<file path="config.mk">
export PLATFORM = sky130hd
export DESIGN_NAME = digit_entry_xs3
export DESIGN_NICKNAME = d
export VERILOG_FILES = /design/src/rtl/digit_entry_pkg.sv /design/src/rtl/onehot_code_enc.sv /design/src/rtl/digit_entry_xs3.sv
export SDC_FILE = /design/constraint.sdc
export NUM_CORES = 1
export LEC_CHECK = 0
export CAP_MARGIN = 0
export CORE_ASPECT_RATIO = 1.75
export CORE_UTILIZATION = 30
export DETAILED_ROUTE_END_ITERATION = 10
export PLACE_DENSITY = 0.58
export SLEW_MARGIN = 20
export SYNTH_ARGS = -nofsm -noshare
export SYNTH_HDL_FRONTEND = slang
export SYNTH_SLANG_ARGS = --single-unit
</file>
<file path="constraint.sdc">
create_clock -name clk -period 6.45 [get_ports clk]
set_clock_uncertainty 0.1 [all_clocks]
set_input_delay 0.9675 -clock clk [delete_from_list [all_inputs] [get_ports clk]]
set_output_delay 0.9675 -clock clk [all_outputs]
set_load 0.05 [all_outputs]
</file>
<file path="src/rtl/digit_entry_pkg.sv">
// Shared types and helpers for the debounced digit-entry block:
// FSM state encoding, code constants and one-hot key decoding.
package digit_entry_pkg;

    localparam int unsigned NKEYS  = 10;
    localparam int unsigned CODE_W = 4;
    localparam int unsigned HCNT_W = 8;

    localparam logic [CODE_W-1:0] XS3_OFFSET = 4'd3;

    typedef enum logic [1:0] {
        ST_IDLE     = 2'd0,
        ST_DEBOUNCE = 2'd1,
        ST_HELD     = 2'd2
    } state_e;

    typedef struct packed {
        logic              vld;
        logic [CODE_W-1:0] digit;
    } key_info_t;

    // Digit index of the set bit; vld only when exactly one bit is set.
    function automatic key_info_t one_hot_to_digit(input logic [NKEYS-1:0] oh);
        key_info_t   r;
        int unsigned ones;
        r    = '0;
        ones = 0;
        for (int unsigned i = 0; i < NKEYS; i++) begin
            if (oh[i]) begin
                ones    = ones + 1;
                r.digit = CODE_W'(i);
            end
        end
        r.vld = (ones == 1);
        return r;
    endfunction

endpackage

</file>
<file path="src/rtl/onehot_code_enc.sv">
// Combinational one-hot key to 4-bit digit code (excess-3 or 8421 BCD).
module onehot_code_enc
    import digit_entry_pkg::*;
#(
    parameter int unsigned EXCESS3 = 1
) (
    input  logic [9:0] key_i,
    output logic [3:0] code_o,
    output logic       vld_o
);

    key_info_t info;

    always_comb begin
        info   = one_hot_to_digit(key_i);
        code_o = (EXCESS3 != 0) ? info.digit + XS3_OFFSET : info.digit;
        vld_o  = info.vld;
    end

endmodule

</file>
<file path="src/rtl/digit_entry_xs3.sv">
// Debounced keypad digit entry: accepts a one-hot key held for HOLD edges and
// shifts its code into an NDIG-deep buffer that a consumer drains with take.
module digit_entry_xs3
    import digit_entry_pkg::*;
#(
    parameter int unsigned NDIG    = 4,
    parameter int unsigned EXCESS3 = 1,
    parameter int unsigned HOLD    = 4
) (
    input  logic                        clk,
    input  logic                        rst_n,
    input  logic [9:0]                  entrada,
    input  logic                        clr,
    input  logic                        take,
    output logic [3:0]                  S,
    output logic [4*NDIG-1:0]           digits,
    output logic [$clog2(NDIG+1)-1:0]   count,
    output logic                        valid,
    output logic                        err
);

    localparam int unsigned DW = 4 * NDIG;
    localparam int unsigned CW = $clog2(NDIG + 1);

    state_e              state_q, state_d;
    logic [HCNT_W-1:0]   cnt_q, cnt_d;
    logic [NKEYS-1:0]    pat_q, pat_d;
    logic [3:0]          s_q, s_d;
    logic [DW-1:0]       digits_q, digits_d;
    logic [CW-1:0]       count_q, count_d;
    logic                valid_q, valid_d;
    logic                err_q, err_d;

    logic                fire_c;
    logic [3:0]          code_c;
    logic                code_vld_c;
    logic [HCNT_W-1:0]   cnt_inc_c;
    logic                take_eff_c;
    logic [CW-1:0]       base_count_c;
    logic [DW-1:0]       base_digits_c;

    onehot_code_enc #(
        .EXCESS3 (EXCESS3)
    ) u_enc (
        .key_i  (pat_q),
        .code_o (code_c),
        .vld_o  (code_vld_c)
    );

    // State and datapath registers
    always_ff @(posedge clk or negedge rst_n) begin
        if (!rst_n) begin
            state_q  <= ST_IDLE;
            cnt_q    <= '0;
            pat_q    <= '0;
            s_q      <= '0;
            digits_q <= '0;
            count_q  <= '0;
            valid_q  <= 1'b0;
            err_q    <= 1'b0;
        end else begin
            state_q  <= state_d;
            cnt_q    <= cnt_d;
            pat_q    <= pat_d;
            s_q      <= s_d;
            digits_q <= digits_d;
            count_q  <= count_d;
            valid_q  <= valid_d;
            err_q    <= err_d;
        end
    end

    // Debounce FSM: fire_c marks the edge on which the hold count completes
    always_comb begin
        state_d   = state_q;
        cnt_d     = cnt_q;
        pat_d     = pat_q;
        fire_c    = 1'b0;
        cnt_inc_c = cnt_q + HCNT_W'(1);
        case (state_q)
            ST_IDLE: begin
                if (entrada != '0) begin
                    state_d = ST_DEBOUNCE;
                    cnt_d   = HCNT_W'(1);
                    pat_d   = entrada;
                end
            end
            ST_DEBOUNCE: begin
                if (entrada == '0) begin
                    state_d = ST_IDLE;
                    cnt_d   = '0;
                    pat_d   = '0;
                end else if (entrada == pat_q) begin
                    cnt_d = cnt_inc_c;
                    if (cnt_inc_c == HCNT_W'(HOLD)) begin
                        fire_c  = 1'b1;
                        state_d = ST_HELD;
                    end
                end else begin
                    cnt_d = HCNT_W'(1);
                    pat_d = entrada;
                end
            end
            ST_HELD: begin
                if (entrada == '0) begin
                    state_d = ST_IDLE;
                    cnt_d   = '0;
                    pat_d   = '0;
                end
            end
            default: begin
                state_d = ST_IDLE;
                cnt_d   = '0;
                pat_d   = '0;
            end
        endcase
        if (clr) begin
            state_d = (entrada != '0) ? ST_HELD : ST_IDLE;
            cnt_d   = '0;
            pat_d   = '0;
        end
    end

    // Buffer update; take is applied before a same-edge acceptance
    always_comb begin
        take_eff_c    = take && valid_q;
        base_count_c  = take_eff_c ? '0 : count_q;
        base_digits_c = take_eff_c ? '0 : digits_q;
        s_d           = s_q;
        digits_d      = base_digits_c;
        count_d       = base_count_c;
        err_d         = 1'b0;
        if (clr) begin
            s_d      = '0;
            digits_d = '0;
            count_d  = '0;
        end else if (fire_c) begin
            if (!code_vld_c || base_count_c == CW'(NDIG)) begin
                err_d = 1'b1;
            end else begin
                for (int i = int'(NDIG) - 1; i > 0; i--) begin
                    digits_d[4*i +: 4] = base_digits_c[4*(i-1) +: 4];
                end
                digits_d[3:0] = code_c;
                s_d           = code_c;
                count_d       = base_count_c + CW'(1);
            end
        end
        valid_d = (count_d == CW'(NDIG));
    end

    assign S      = s_q;
    assign digits = digits_q;
    assign count  = count_q;
    assign valid  = valid_q;
    assign err    = err_q;

endmodule

</file>
; ---- Word level (Yosys, flattened, before mapping)
; Index checks and enable logic that the tools add are counted.
[word_totals]
ff_bits = 45
inputBits = 14
out_inout_bits = 25
word_cells = 101
[op_classes]
n_addsub = 12
eq_ne = 13
mux = 57
reduce_logical = 11
[ops]
columns = cell, count
row1 = $mux W32, 9
row2 = $add A32 B1 Y32 const B, 8
row3 = $mux W16, 4
row4 = $mux W10, 5
row5 = $mux W8, 5
row6 = $eq A32 B1 Y1 const B, 1
row7 = $pmux W10 S3, 1
row8 = $mux W3, 8
row9 = $pmux W8 S3, 1
row10 = $mux W4, 5
row11 = $mux W2, 9
row12 = $ne A4 B4 Y1 const B, 3
row13 = $eq A10 B10 Y1, 1
row14 = $logic_not A10 Y1, 1
row15 = $reduce_bool A10 Y1, 1
row16 = $mux W1, 9
row17 = $add A8 B1 Y8 const B, 1
row18 = $eq A8 B3 Y1 const B, 1
row19 = $eq A3 B3 Y1 const B, 2
row20 = $ne A3 B3 Y1 const B, 2
row21 = $pmux W2 S3, 1
row22 = $add A4 B2 Y4 const B, 1
row23 = $reduce_and A2 Y1, 2
row24 = $reduce_and A4 Y1, 1
row25 = 11 further kinds, 11

; ---- Depth between registers and ports, before layout
[logic_depth]
word_depth = 26
mapped_depth = 29

; ---- By module
; From an unflattened synthesis, not the netlist that was laid out.
[unflattened]
hier_cells = 341
area_unflattened_um2 = 3344.5
[modules_own_cells]
columns = module, instances, cells_each, area_per_inst_um2, seq_area_each_um2
row1 = digit_entry_xs3, 1, 218, 2376.0, 1126.1
row2 = onehot_code_enc, 1, 123, 968.4, 0.0

; ---- Worst setup path before layout
; No wires, ideal clock.
[synth_path]
kind = flip-flop to flip-flop
start = register pat_q[0]
end = register count_q[0], in the netlist count[0]
setup_time_ps = 128
t_arrival_ps = 6101
required_time_ps = 6222
path_slack_ps = 121
path_stages_with_launch = 28
path_cell_list = dfrtp_1 > inv_1 > ha_1 > xor2_1 > ha_1 > mux2_2 > ha_1 > mux2_2 > ha_1 > nand2_1 > o211a_1 > nand2_1 > ha_1 > nand2b_1 > o21a_1 > ha_1 > nand2_1 > o21ai_0 > or2_2 > ha_1 > mux2_2 > ha_1 > or2b_1 > o311ai_1 > o2111ai_2 > nor4_1 > clkbuf_4 > mux2_1
[synth_via]
elab_chain_cells = 25
[synth_rtl]
columns = element, line_no
row1 = from (decl), digit_entry_xs3.sv:27  ; logic [NKEYS-1:0] pat_q, pat_d;
row2 = from (signal assigned), digit_entry_xs3.sv:64  ; pat_q <= pat_d;
row3 = $mux W1, digit_entry_pkg.sv:29  ; if (oh[i]) begin
row4 = $add A1 B1 Y2, digit_entry_pkg.sv:30  ; ones = ones + 1;
row5 = $mux W32, digit_entry_pkg.sv:29
row6 = $add A32 B1 Y32, digit_entry_pkg.sv:30
row7 = $mux W32, digit_entry_pkg.sv:29
row8 = $add A32 B1 Y32, digit_entry_pkg.sv:30
row9 = $mux W32, digit_entry_pkg.sv:29
row10 = $add A32 B1 Y32, digit_entry_pkg.sv:30
row11 = [10 not listed], -
row12 = $mux W32, digit_entry_pkg.sv:29
row13 = $eq A32 B1 Y1, digit_entry_pkg.sv:34  ; r.vld = (ones == 1);
row14 = $logic_not A1 Y1, digit_entry_xs3.sv:138  ; if (!code_vld_c || base_count_c == CW'(NDIG)) begin
row15 = $logic_or A1 B1 Y1, digit_entry_xs3.sv:138
row16 = $mux W3, digit_entry_xs3.sv:138
row17 = $mux W3 (*), digit_entry_xs3.sv:137  ; end else if (fire_c) begin
row18 = $mux W3 (*), digit_entry_xs3.sv:133  ; if (clr) begin
row19 = via count_d[0], digit_entry_xs3.sv:30  ; logic [CW-1:0] count_q, count_d;
row20 = to (signal assigned), digit_entry_xs3.sv:67  ; count_q <= count_d;
row21 = to (decl), digit_entry_xs3.sv:30
; The timed path passes the listed nets; every way through them passes the cells marked *.
; A chain may end at the register's enable or synchronous reset.

; ---- Worst setup path after layout
[layout_path]
start = register pat_q[1]
end = register count_q[2], in the netlist count[2]
[layout_via]
elab_chain_cells = 23
[layout_rtl]
columns = element, line_no
row1 = $mux W32, digit_entry_pkg.sv:29
row2 = $add A32 B1 Y32, digit_entry_pkg.sv:30
row3 = $mux W32, digit_entry_pkg.sv:29
row4 = $add A32 B1 Y32, digit_entry_pkg.sv:30
row5 = $mux W32, digit_entry_pkg.sv:29
row6 = $add A32 B1 Y32, digit_entry_pkg.sv:30
row7 = $mux W32, digit_entry_pkg.sv:29
row8 = $add A32 B1 Y32, digit_entry_pkg.sv:30
row9 = [8 not listed], -
row10 = $mux W32, digit_entry_pkg.sv:29
row11 = $eq A32 B1 Y1, digit_entry_pkg.sv:34
row12 = $logic_not A1 Y1, digit_entry_xs3.sv:138
row13 = $logic_or A1 B1 Y1, digit_entry_xs3.sv:138
row14 = $mux W3, digit_entry_xs3.sv:138
row15 = $mux W3 (*), digit_entry_xs3.sv:137
row16 = $mux W3 (*), digit_entry_xs3.sv:133
row17 = via count_d[2], digit_entry_xs3.sv:30
; Marks and branches as above.

==> reports/metrics.cfg <==
[die]
die_x_um=80.8
ios=39
die_h_um=140
dieArea_um2=11300
initial_core_util_pct=30.6
num_rows=50
coreArea_um2=10600

[yosys]
synth_async_sr_flop_share_pct=100
yosysTopAreaCell=dfrtp_1
ys_seq_elements=45
yosysMostFrequentCell=nand2_1
netlist_top_cells_count=57 x nand2_1, 45 x dfrtp_1, 26 x nor2_1, 22 x mux2i_1, 18 x o21ai_0
synth.distinct_cells=68
synthCells=350
syn-mean-instance-area_um2=9.31
synth_area_leaders=dfrtp_1 35%, mux2i_1 6.8%, nand2_1 6.6%
ys.flop_type=dfrtp_1
ys_seq_area_share_pct=34.5
synth_area_um2=3260
synth_top_area_share_pct=34.5
yosys_warnings=0
synth_edf_count=0
synthesis.nets=377

[setup_path]
slowest_stage=dfrtp_1
startpoint_type=flop
max_stage_delay_ps=420
crit_type=flop to flop
cp_max_fo=4
critPathMostFrequentCell=ha_1
cp.required_ps=6520
cp.arrival_ps=6210
r2r_setup_slack_ps=310
r2r-start=pat_q[1]
cp-end-kind=flop
ff2ff_path_depth=27
reg2reg_to=count[2]
critPathLaunch=pat_q[1]

[clocking]
clk_path_buf_depth=2
htreeDepth=2
cts_made_buffers=5
clk_latency_ps=280
cts_tree=built
clkSinkCount=45
cts_root_buffer=clkbuf_16
clkTransAtPathRegs_ps=60

[power_and_ir_drop]
p_per_area_nw_per_um2=138
leakagePower_uw=0.00172
ir_worst_vdd_v=0.000123

[worst_hold_path]
hold_class=flop to flop
min-delay-start=cnt_q[7]
whs_endpoint=cnt_q[7]
whs_path_depth=1

[sta]
tns_ps=0
min_period_ps=6140
whs_ps=385
slew_viol_final=0
maxSlewHeadroom_pct=44.6
finalCritPeriodShare_pct=95.2
hold_viol_final=0
tightestPinTransition_ps=824
rsz0062_at_grt=false
setup_viol=0
clock.fmax_ghz=0.163

[global_routing]
overflow=0
grt.total_usage_pct=15.6
grt_pass1_vias=2816
antenna_found_initial=0
grt_start_max_net_pins=46
grt_pass1_wl_mm=13.7

[placement]
hpwl_mm=6.16
finalWeightedCongestion=0.826
placed_area_um2=3760
port_buffers=38

[detailed_routing]
via_per_inst=5.21
wirelength_mm=8.31
post_drt_wl_per_cell_um=15.8
first_pass_iters=4
drcViolationCount=0
antenna_left=0
vias=2733
drt_iter0_markers=103

[final_layout]
fin_area_um2=4060
n_antenna_cell=0
drive_gt1_share_pct=15.7
syn2layout_area_growth_pct=24.4
fin_nets=423
fin_util_pct=38.1

[run_status]
status=finished clean

[run]
maxCapViolCount=0

## layout by cell type (no fill, tap or decap), types with 3 or more instances in the layout
cell             Yosys  layout
nand2_1             57      55
a31oi_1              3       3
clkdlybuf4s50_1      0      37
o21ai_0             18      17
a21oi_1             11      11
clkbuf_16            0       6
inv_1                9       7
mux2i_1             22      22
nor2_1              26      25
nor2b_1              3       3
ha_4                 0       3
mux2_2               4       4
nand3b_1             4       4
buf_4                3      17
ha_1                13       9
dfrtp_1             45      45
xnor3_1              4       4
nor4_1               7       6
xnor2_1             15      15
nand2b_1             5       4
xor2_1               8       7
a22o_1               9       9
nand4_1              4       4
nand3_1              9       9
nor3_1               9       9
## worst max-delay path by stage
stage | cells past startpoint | to | slack (ps)
finish | 27 | count[2] | 310
global route | 28 | digits[10] | 20
CTS | 26 | count[2] | 50
detailed placement | 26 | count[2] | -60
global placement | 27 | count[0] | 110
floorplan | 27 | count[0] | 120
## state kept, by name (all words and copies together) (netlist names)
name     count
S            4
cnt_q        8
count        3
digits      16
err          1
pat_q       10
state_q      2
valid        1
## critical path: cells and delay by family (launching register included)
| family | cells | cell delay (ps) |
|---|---|---|
| and+or+nand+nor | 7 | 1070 |
| AOI/OAI and AO/OA | 5 | 890 |
| buffers and inverters | 1 | 90 |
| xor gates and xnor gates | 1 | 170 |
| adders and majority gates | 8 | 2040 |
| DFF | 1 | 420 |
| muxes | 5 | 1250 |
## kinds of logic after synthesis
| kind of cell | count (synthesis) | share of synthesized area, % |
|---|---|---|
| DFF | 45 | 34.5 |
| and+or+nand+nor | 140 | 20.9 |
| muxes | 28 | 8.83 |
| AOI/OAI and AO/OA | 65 | 14.4 |
| buffers and inverters | 28 | 4.95 |
| xor gates and xnor gates | 31 | 11.4 |
| adders and majority gates | 13 | 4.99 |
## through the flow
stage | setup WS, ps | power (µW) | cells
floorplan | 121 | 304 | 350
CTS | 52.3 | 567 | 521
finish | 312 | 561 | 525
global route | 19.7 | 586 | 525
global placement | 111 | 324 | 510
detailed placement | -57.9 | 325 | 510
## report_power, final
part	total [µW]	leakage (µW)	switching, µW	internal (µW)
registers	283	0.000624	0.700	283
clock network	240	0.0000655	102	138
logic	37.2	0.00103	22.2	15.0
## routing by layer
layer	part of all wire, %	track usage, %	vias to the layer above
li1	-	-	1338
met1	39	17.7	1337
met2	55	28.1	47
met3	3.5	2.69	11
met4	2.3	6.11	0
met5	0	0	-
## final cells by class
cell class	instances	area, µm²
fillers	1095	6580
multi-input cells	277	2050
flip-flops and latches	45	1130
repair buffers	56	543
well taps	130	163
clock buffers	5	125
inverters	11	42.5
clock inverters	1	5.00
## repair_timing
action	in CTS	in global routing
buffers inserted	5	3
gates cloned	0	1
pin swaps	1	5
setup endpoints to repair	23	25
gates resized for setup	1	14
hold buffers	0	0
endpoints found under the hold margin	0	0
Power figures use the tool's default switching activity.
